### config.mk
export PLATFORM = sky130hd
export DESIGN_NAME = note_feeder
export DESIGN_NICKNAME = d
export VERILOG_FILES = /design/src/rtl/note_pkg.sv /design/src/rtl/note_due_cmp.sv /design/src/rtl/note_feeder.sv
export SDC_FILE = /design/constraint.sdc
export NUM_CORES = 1
export LEC_CHECK = 0
export ABC_AREA = 1
export BUFFER_PORTS_ARGS = -buffer_cell sky130_fd_sc_hd__buf_2
export CAP_MARGIN = 0
export CORE_ASPECT_RATIO = 0.7
export CORE_UTILIZATION = 35
export DETAILED_ROUTE_END_ITERATION = 7
export SLEW_MARGIN = 0
export SYNTH_ARGS = -nofsm -noshare
export SYNTH_HDL_FRONTEND = slang
export SYNTH_HIERARCHICAL = 1
export SYNTH_SLANG_ARGS = --single-unit
### constraint.sdc
create_clock -name clk -period 3.4 [get_ports clk]
set_clock_uncertainty 0.1 [all_clocks]
set_input_delay 0.17 -clock clk [delete_from_list [all_inputs] [get_ports clk]]
set_output_delay 0.17 -clock clk [all_outputs]
set_load 0.1 [all_outputs]
### src/rtl/note_pkg.sv
// -----------------------------------------------------------------------------
// note_pkg
//
// Shared definitions for the chart-playback sequencer (note_feeder) and its
// due-time comparator (note_due_cmp).
//
// Contents:
//   - chart record layout: {time[51:36], en[35:30], fret[29:0]}
//     field offsets, widths and a packed struct view of a record
//   - REC_W = 52, the record width as read from the chart ROM
//   - feeder_state_t, the sequencer state encoding
//   - rec_unpack(), which splits a raw ROM word into the struct view
//
// Configuration macro used by the design files: NOTE_FEEDER_STATS_EN.
// -----------------------------------------------------------------------------
package note_pkg;

    localparam int REC_W    = 52;

    localparam int TIME_MSB = 51;
    localparam int TIME_LSB = 36;
    localparam int EN_MSB   = 35;
    localparam int EN_LSB   = 30;
    localparam int FRET_MSB = 29;
    localparam int FRET_LSB = 0;

    localparam int TIME_W   = TIME_MSB - TIME_LSB + 1;  // 16
    localparam int EN_W     = EN_MSB - EN_LSB + 1;      // 6, one bit per string
    localparam int FRET_W   = FRET_MSB - FRET_LSB + 1;  // 30, 5 bits per string

    typedef struct packed {
        logic [TIME_W-1:0] at;    // scheduled song time of the chord
        logic [EN_W-1:0]   en;    // per-string enable; all-zero marks chart end
        logic [FRET_W-1:0] fret;  // per-string fret numbers
    } note_rec_t;

    typedef enum logic [2:0] {
        ST_IDLE,
        ST_FETCH,
        ST_WAIT,
        ST_HOLD,
        ST_EMIT,
        ST_DONE
    } feeder_state_t;

    // Split a raw ROM word into its fields using the published offsets, so
    // the struct view cannot drift from the documented record layout.
    function automatic note_rec_t rec_unpack(input logic [REC_W-1:0] raw);
        note_rec_t r;
        r.at   = raw[TIME_MSB:TIME_LSB];
        r.en   = raw[EN_MSB:EN_LSB];
        r.fret = raw[FRET_MSB:FRET_LSB];
        return r;
    endfunction

endpackage

### src/rtl/note_due_cmp.sv
// -----------------------------------------------------------------------------
// note_due_cmp
//
// Combinational due-time test for one chart record against the running song
// time. The difference is taken modulo 2^16 so that song_time wrapping past
// 16'hFFFF still yields the correct distance to the record.
//
// Parameters:
//   LOOKAHEAD  emission window in song_time units (must be < 32768)
//
// Ports:
//   rec_time   in  16  scheduled time of the held record
//   song_time  in  16  current song time
//   due        out 1   record is late or inside the look-ahead window
//   late       out 1   record time is already behind song_time
// -----------------------------------------------------------------------------
module note_due_cmp #(
    parameter logic [15:0] LOOKAHEAD = 16'd2000
) (
    input  logic [15:0] rec_time,
    input  logic [15:0] song_time,
    output logic        due,
    output logic        late
);

    logic [15:0] diff;

    always_comb begin
        // NOTE: every always_comb output gets an unconditional assignment
        // first, so no path through the block can leave a latch behind.
        diff = rec_time - song_time;
        // A negative distance (bit 15 set) means the chord is overdue; the
        // window limit keeps the positive range well below that bit.
        late = diff[15];
        due  = late || (diff <= LOOKAHEAD);
    end

endmodule

### src/rtl/note_feeder.sv
// -----------------------------------------------------------------------------
// note_feeder
//
// Chart-playback sequencer. Walks a synchronous chart ROM from address 0,
// holds each chord until it enters the look-ahead window relative to
// song_time, then issues a one-cycle per-string fret_en pulse together with
// the chord's fret numbers and chart time. An all-zero en field ends the
// chart; reaching the last ROM address also ends it after that record.
//
// Each record takes four cycles when it is already due:
//   FETCH (address stable) -> WAIT (ROM data valid, latched) -> HOLD
//   (due test) -> EMIT (fret_en pulse), so pulses are at least 4 cycles apart.
//
// Parameters:
//   ADDR_W      chart ROM address width
//   LOOKAHEAD   emission window in song_time units (must be < 32768)
//
// Ports:
//   clk            in  1       block clock (clk65 domain)
//   rst_n          in  1       synchronous active-low reset
//   start          in  1       pulse: (re)start playback from address 0
//   pause          in  1       level: holds a due record in HOLD
//   song_time      in  16      free-running song time, wraps mod 2^16
//   rom_addr       out ADDR_W  registered chart ROM address
//   rom_data       in  52      record {time, en, fret}, one cycle after addr
//   fret           out 30      fret numbers of the last emitted chord
//   fret_time      out 16      chart time of the last emitted chord
//   fret_en        out 6       one-cycle per-string load strobe
//   busy           out 1       playback in progress
//   done           out 1       chart finished
//   notes_emitted  out 16      (NOTE_FEEDER_STATS_EN) emitted chord count
//   late_count     out 16      (NOTE_FEEDER_STATS_EN) chords emitted late
//
// Configuration: define NOTE_FEEDER_STATS_EN to add the two saturating
// statistics counters and their output ports.
// -----------------------------------------------------------------------------
module note_feeder
    import note_pkg::*;
#(
    parameter int          ADDR_W    = 10,
    parameter logic [15:0] LOOKAHEAD = 16'd2000
) (
    input  logic              clk,
    input  logic              rst_n,
    input  logic              start,
    input  logic              pause,
    input  logic [15:0]       song_time,
    output logic [ADDR_W-1:0] rom_addr,
    input  logic [REC_W-1:0]  rom_data,
    output logic [FRET_W-1:0] fret,
    output logic [TIME_W-1:0] fret_time,
    output logic [EN_W-1:0]   fret_en,
    output logic              busy,
    output logic              done
`ifdef NOTE_FEEDER_STATS_EN
    ,
    output logic [15:0]       notes_emitted,
    output logic [15:0]       late_count
`endif
);

    feeder_state_t state;
    note_rec_t     rec;       // record currently being scheduled
    note_rec_t     rom_rec;   // field view of the word on rom_data
    logic          rec_due;
    logic          rec_late;

    assign rom_rec = rec_unpack(rom_data);

    note_due_cmp #(
        .LOOKAHEAD (LOOKAHEAD)
    ) u_due_cmp (
        .rec_time  (rec.at),
        .song_time (song_time),
        .due       (rec_due),
        .late      (rec_late)
    );

    // NOTE: all state and registered outputs are updated with non-blocking
    // assignments so every flop samples the pre-edge values of the others.
    always_ff @(posedge clk) begin
        if (!rst_n) begin
            state     <= ST_IDLE;
            rom_addr  <= '0;
            rec       <= '0;
            fret      <= '0;
            fret_time <= '0;
            fret_en   <= '0;
            busy      <= 1'b0;
            done      <= 1'b0;
        end else if (start) begin
            // Restart wins over everything, including a HOLD that was about
            // to move to EMIT this edge: that chord is simply re-fetched.
            state     <= ST_FETCH;
            rom_addr  <= '0;
            fret_en   <= '0;
            busy      <= 1'b1;
            done      <= 1'b0;
        end else begin
            // The strobe is only ever raised on the HOLD->EMIT edge below.
            fret_en <= '0;

            unique case (state)
                ST_IDLE: begin
                    state <= ST_IDLE;
                end

                ST_FETCH: begin
                    // rom_addr was registered last cycle; the ROM is reading.
                    state <= ST_WAIT;
                end

                ST_WAIT: begin
                    rec <= rom_rec;
                    if (rom_rec.en == '0) begin
                        state <= ST_DONE;
                        busy  <= 1'b0;
                        done  <= 1'b1;
                    end else begin
                        state <= ST_HOLD;
                    end
                end

                ST_HOLD: begin
                    if (rec_due && !pause) begin
                        state     <= ST_EMIT;
                        fret_en   <= rec.en;
                        fret      <= rec.fret;
                        fret_time <= rec.at;
                    end
                end

                ST_EMIT: begin
                    if (&rom_addr) begin
                        // Last ROM location consumed without an end marker.
                        state <= ST_DONE;
                        busy  <= 1'b0;
                        done  <= 1'b1;
                    end else begin
                        rom_addr <= rom_addr + ADDR_W'(1);
                        state    <= ST_FETCH;
                    end
                end

                ST_DONE: begin
                    state <= ST_DONE;
                end

                default: begin
                    state <= ST_IDLE;
                end
            endcase
        end
    end

`ifdef NOTE_FEEDER_STATS_EN
    // Counters advance on the same edge that raises fret_en, so they count
    // exactly the pulses that reach the AV path. Both saturate at all-ones.
    always_ff @(posedge clk) begin
        if (!rst_n || start) begin
            notes_emitted <= '0;
            late_count    <= '0;
        end else if (state == ST_HOLD && rec_due && !pause) begin
            if (notes_emitted != 16'hFFFF) begin
                notes_emitted <= notes_emitted + 16'd1;
            end
            if (rec_late && late_count != 16'hFFFF) begin
                late_count <= late_count + 16'd1;
            end
        end
    end
`endif

endmodule

# After elaboration in Yosys (flattened, before gate mapping)
# Index checks and enable logic that the tools add are counted.
# word_totals
regBits	119
latchBits	0
ramBits	0
romBits	0
in_bits	72
elab_cells	56
n_memories	0
# op_classes
addsub	2
multipliers	0
div_mod_pow	0
magnitude_cmp	1
eq_ne	11
shift	0
muxes	12
n_bitwise	5
reduce_logical	14
# ops
operator	count
less-or-equal comparator 16 x 11 -> 1 bit (second input constant)	1
subtractor 16 bit	1
case mux 3 bit (5 select lines)	1
adder 10 x 1 -> 10 bit (second input constant)	1
AND reduction 10 bit	1
two-way mux 3 bit	3
inequality test 3 bit (second input constant)	3
AND reduction 3 bit	3
equality test 3 x 2 -> 1 bit (second input constant)	2
equality test 3 bit (second input constant)	2
zero test 6 bit	1
two-way mux 1 bit	6
inequality test 2 bit (second input constant)	3
inverter 1 bit	5
case mux 1 bit (2 select lines)	2
AND reduction 2 bit	2
OR reduction 4 bit	1
equality test 3 x 1 -> 1 bit (second input constant)	1
nonzero test 3 bit	1
nonzero test 2 bit	1
OR reduction 2 bit	1
logical AND 1 bit	1
zero test 1 bit	1
logical OR 1 bit	1

# Logic depth before layout (Yosys ltp)
# depth
word_depth	7
mapped_depth	22
depth_no_buf	21

# By module
# Netlist, hierarchy kept.
# modules_own_cells
mod	instances	cells_per_inst	area_per_inst_um2	seq_area_each_um2
note_feeder	1	564	4418.0	2382.3
note_due_cmp	1	219	1068.5	0.0

# Least setup slack after synthesis
# Ideal clock, no wire load.
# synth_timing
path_kind	reg2reg
from	register rec[36] (netlist name)
to	register fret[16]
arrival_ns	2.280
path_slack_ns	0.904
stages_incl_launch_ff	20
path_buffers	2
period_less_slack_ns	2.496
path_cell_list	dfxtp_1 > inv_1 > ha_1 > fa_1 > inv_1 > nand2_1 > nand2_1 > nand3_1 > nand2_1 > nand3_1 > nand3_1 > nand2_1 > nor2_1 > nand3_1 > nand2_1 > nand4_2 > buf_6 > buf_6 > o21ai_0 > nor2_1
# synth_between
elab_chain_cells	5
# synth_rtl
element	line	rtl
start: declaration	note_feeder.sv:63	note_rec_t rec;
start signal: assignment	note_feeder.sv:114	rec <= rom_rec;
subtractor 16 bit (*)	note_due_cmp.sv:31	diff = rec_time - song_time;
less-or-equal comparator 16 x 11 -> 1 bit	note_due_cmp.sv:35	due = late || (diff <= LOOKAHEAD);
logical OR 1 bit (*)	note_due_cmp.sv:35	
named net rec_due	note_feeder.sv:65	logic rec_due;
logical AND 1 bit (*)	note_feeder.sv:125	if (rec_due && !pause) begin
AND reduction 3 bit (no source line) (*)	--	
end signal: assignment	note_feeder.sv:128	fret <= rec.fret;
end: declaration	note_feeder.sv:50	output logic [FRET_W-1:0] fret,
# Mark *: on every way through the listed nets, which the timed path passes. The rest lies on a longest branch.
# A chain may end at the register's enable or synchronous reset.

# Final worst setup path
# layout_timing
from	register rec[36] (netlist name)
to	register fret_en[0]
# layout_between
elab_chain_cells	6
# layout_rtl
element	line	rtl
subtractor 16 bit (*)	note_due_cmp.sv:31	
less-or-equal comparator 16 x 11 -> 1 bit	note_due_cmp.sv:35	
logical OR 1 bit (*)	note_due_cmp.sv:35	
named net rec_due	note_feeder.sv:65	
logical AND 1 bit (*)	note_feeder.sv:125	
inverter 1 bit (no source line) (*)	--	
OR reduction 4 bit (no source line) (*)	--	
end signal: assignment	note_feeder.sv:127	fret_en <= rec.en;
end: declaration	note_feeder.sv:52	output logic [EN_W-1:0] fret_en,
# Marks and branches as above.

==> summary.md <==
| Metric | Value |
|---|---|
| Outcome | `complete, no violations` |
| CP max FO | `15` |
| Initial antenna violation count | `0` |
| Critical Path Sink | `fret_en[0]` |
| Synthesized area | `5483 µm²` |
| Area of the core | `15,000 µm²` |
| Unrepaired setup endpoints after global routing | `false` |
| CTS sink count | `119` |
| PortBufs | `135` |
| Mapped Cells | `782` |
| Final #Nets | `1,052` |
| Pwr/cell area | `490.4 nW/µm²` |
| Routed Antenna Nets | `0` |
| # diodes | `0` |
| Min Tclk post-route | `2.901 ns` |
| Max-slew headroom | `40.99%` |
| Worst path required time | `3.63 ns` |
| Clock H-tree levels | `4` |
| 1st-iter DRT viols | `182` |
| Crit Path Class | `flop to flop` |
| Crit end category | `flop` |
| Post-layout util | `49.02%` |
| Cell row count | `37` |
| Crit path arrival time | `3.13 ns` |
| Via/cell ratio | `4.525` |
| DR DRC count | `0` |
| Period utilization | `85.33%` |
| TritonCTS clock tree | `done` |
| Max Cap Viol | `0` |
| Vias in the first global route | `4,913` |
| Power, Total | `3.606 mW` |
| Buffer count from post-CTS setup fixing | `0` |
| Most frequent cells in the layout | `228 x nor2_1, 135 x buf_2, 121 x nand2_1, 119 x dfxtp_1, 84 x o21ai_0` |
| Setup slack after layout | `0.4986 ns` |
| # hold bufs at CTS | `52` |
| Worst r2r src | `rec[36]` |
| Fin Hold WS | `0.01843 ns` |
| Largest net degree at the start of global routing | `100` |
| Starting Density | `36.55%` |
| Yosys warns | `6` |
| Layout area overhead | `34.12%` |
| Final setup fails | `0` |
| Worst-skew pair later-pin latency | `0.41 ns` |
| GPL Wtd Cong | `0.8238` |
| R2R setup slack | `0.50 ns` |
| Most common cell after layout, fill and taps aside | `nor2_1` |
| # IOs | `136` |
| Maximum VDD drop | `0.2593 mV` |
| Layout cells sized above 1 | `19.67%` |
| CP startpoint kind | `flop` |
| Hold Vio Cnt, Final | `0` |
| Post-DP HPWL | `9883 µm` |
| Syn avg cell area | `7.011 µm²` |
| Worst-case reg-to-reg path depth | `18` |
| Per-cell routed wire length | `12.31 µm` |
| Chip width | `151.6 µm` |
| Setup_tns | `0 ns` |
| Placed insts | `1,087` |
| Actual slew at the worst max-slew pin | `0.8838 ns` |
| Max-slew violation count | `0` |
| Clock root buffer | `clkbuf_16` |
| Lkg Pwr | `3.463 nW` |
| Worst flop-to-flop path endpoint | `fret_en[0]` |
| Die Y | `106.7 µm` |
| Clock buffer depth | `2` |
| Final Non-Filler Cells | `1,171` |
| Post-cts sizing count | `0` |
| Reg clk slew, reported paths | `0.05 ns` |
| Worst hold path type | `input pin to flop` |
| DRT Pass-1 Iters | `4` |
| F_max | `0.3447 GHz` |
| CP Launch Point | `rec[36]` |
| Mapped Nets | `871` |
| Total global routing track utilization | `18.75%` |
| Final Routed Wirelength | `14,420 µm` |
| Vias | `5,299` |
| Pre-CTS setup slack | `0.5307 ns` |
| Placed inst area | `6217 µm²` |
| Fillcell total | `1,508` |
| Post-route cell area | `7353 µm²` |
| CTS buffer count | `17` |
| Die area | `16,180 µm²` |
| GRT Residual Overflow | `0` |
| First-pass GRT wire length | `23,810 µm` |
-- worst min path at each step --
| stage | from | to | slack, ns | depth (start not counted) |
|---|---|---|---|---|
| 4_1_cts | rom_data[33] | rec[33] | 0.0004 | 3 |
| 3_3_place_gp | rom_data[14] | rec[14] | 0.32 | 3 |
| 5_1_grt | rst_n | state[0] | 0.02 | 3 |
| 3_5_place_dp | rec[35] | fret_en[5] | 0.33 | 2 |
| 2_1_floorplan | start | state[0] | 0.23 | 2 |
| 6_report | rom_data[33] | rec[33] | 0.02 | 3 |
-- state kept, by name (all words and copies together), names as in the netlist --
name,count
fret_time,16
state,3
fret,30
fret_en,6
done,1
busy,1
rec,52
rom_addr,10
-- critical path: stages, from the launching register on --
cell	delay [ns]
dfxtp_1	0.34
inv_1	0.05
ha_1	0.19
fa_1	0.39
inv_1	0.11
nand2_1	0.07
nand2_1	0.07
nand3_1	0.08
nand2_1	0.09
nand3_1	0.09
nand3_1	0.10
nand2_1	0.05
nor2_1	0.09
nand3_1	0.08
nand2_1	0.09
nand4_2	0.13
inv_2	0.31
nand2_1	0.24
nor2_1	0.16
-- where the power goes --
group / internal (mW) / switching (mW)
clock network: 1.17 / 0.696
logic: 0.137 / 0.177
registers: 1.42 / 0.0122
-- layer usage --
metal / vias to the layer above / share of wire, % / track usage (%)
li1: 2845 / - / -
met1: 2330 / 52 / 26.21
met2: 113 / 42 / 27.98
met3: 11 / 5.7 / 4.851
met4: 0 / 0.96 / 5.799
met5: - / 0 / 0
-- final cells by class --
cell class	instances	area [µm²]	share of cell area, %
clock buffer	17	425.4	5.785
clock inverter	15	190.2	2.586
inverter	75	281.5	3.828
multi-input combinational	556	2569	34.93
sequential	119	2382	32.40
tap	195	244.0	3.318
timing repair buffer	194	1261	17.15
(Power assumes the default switching activity.)
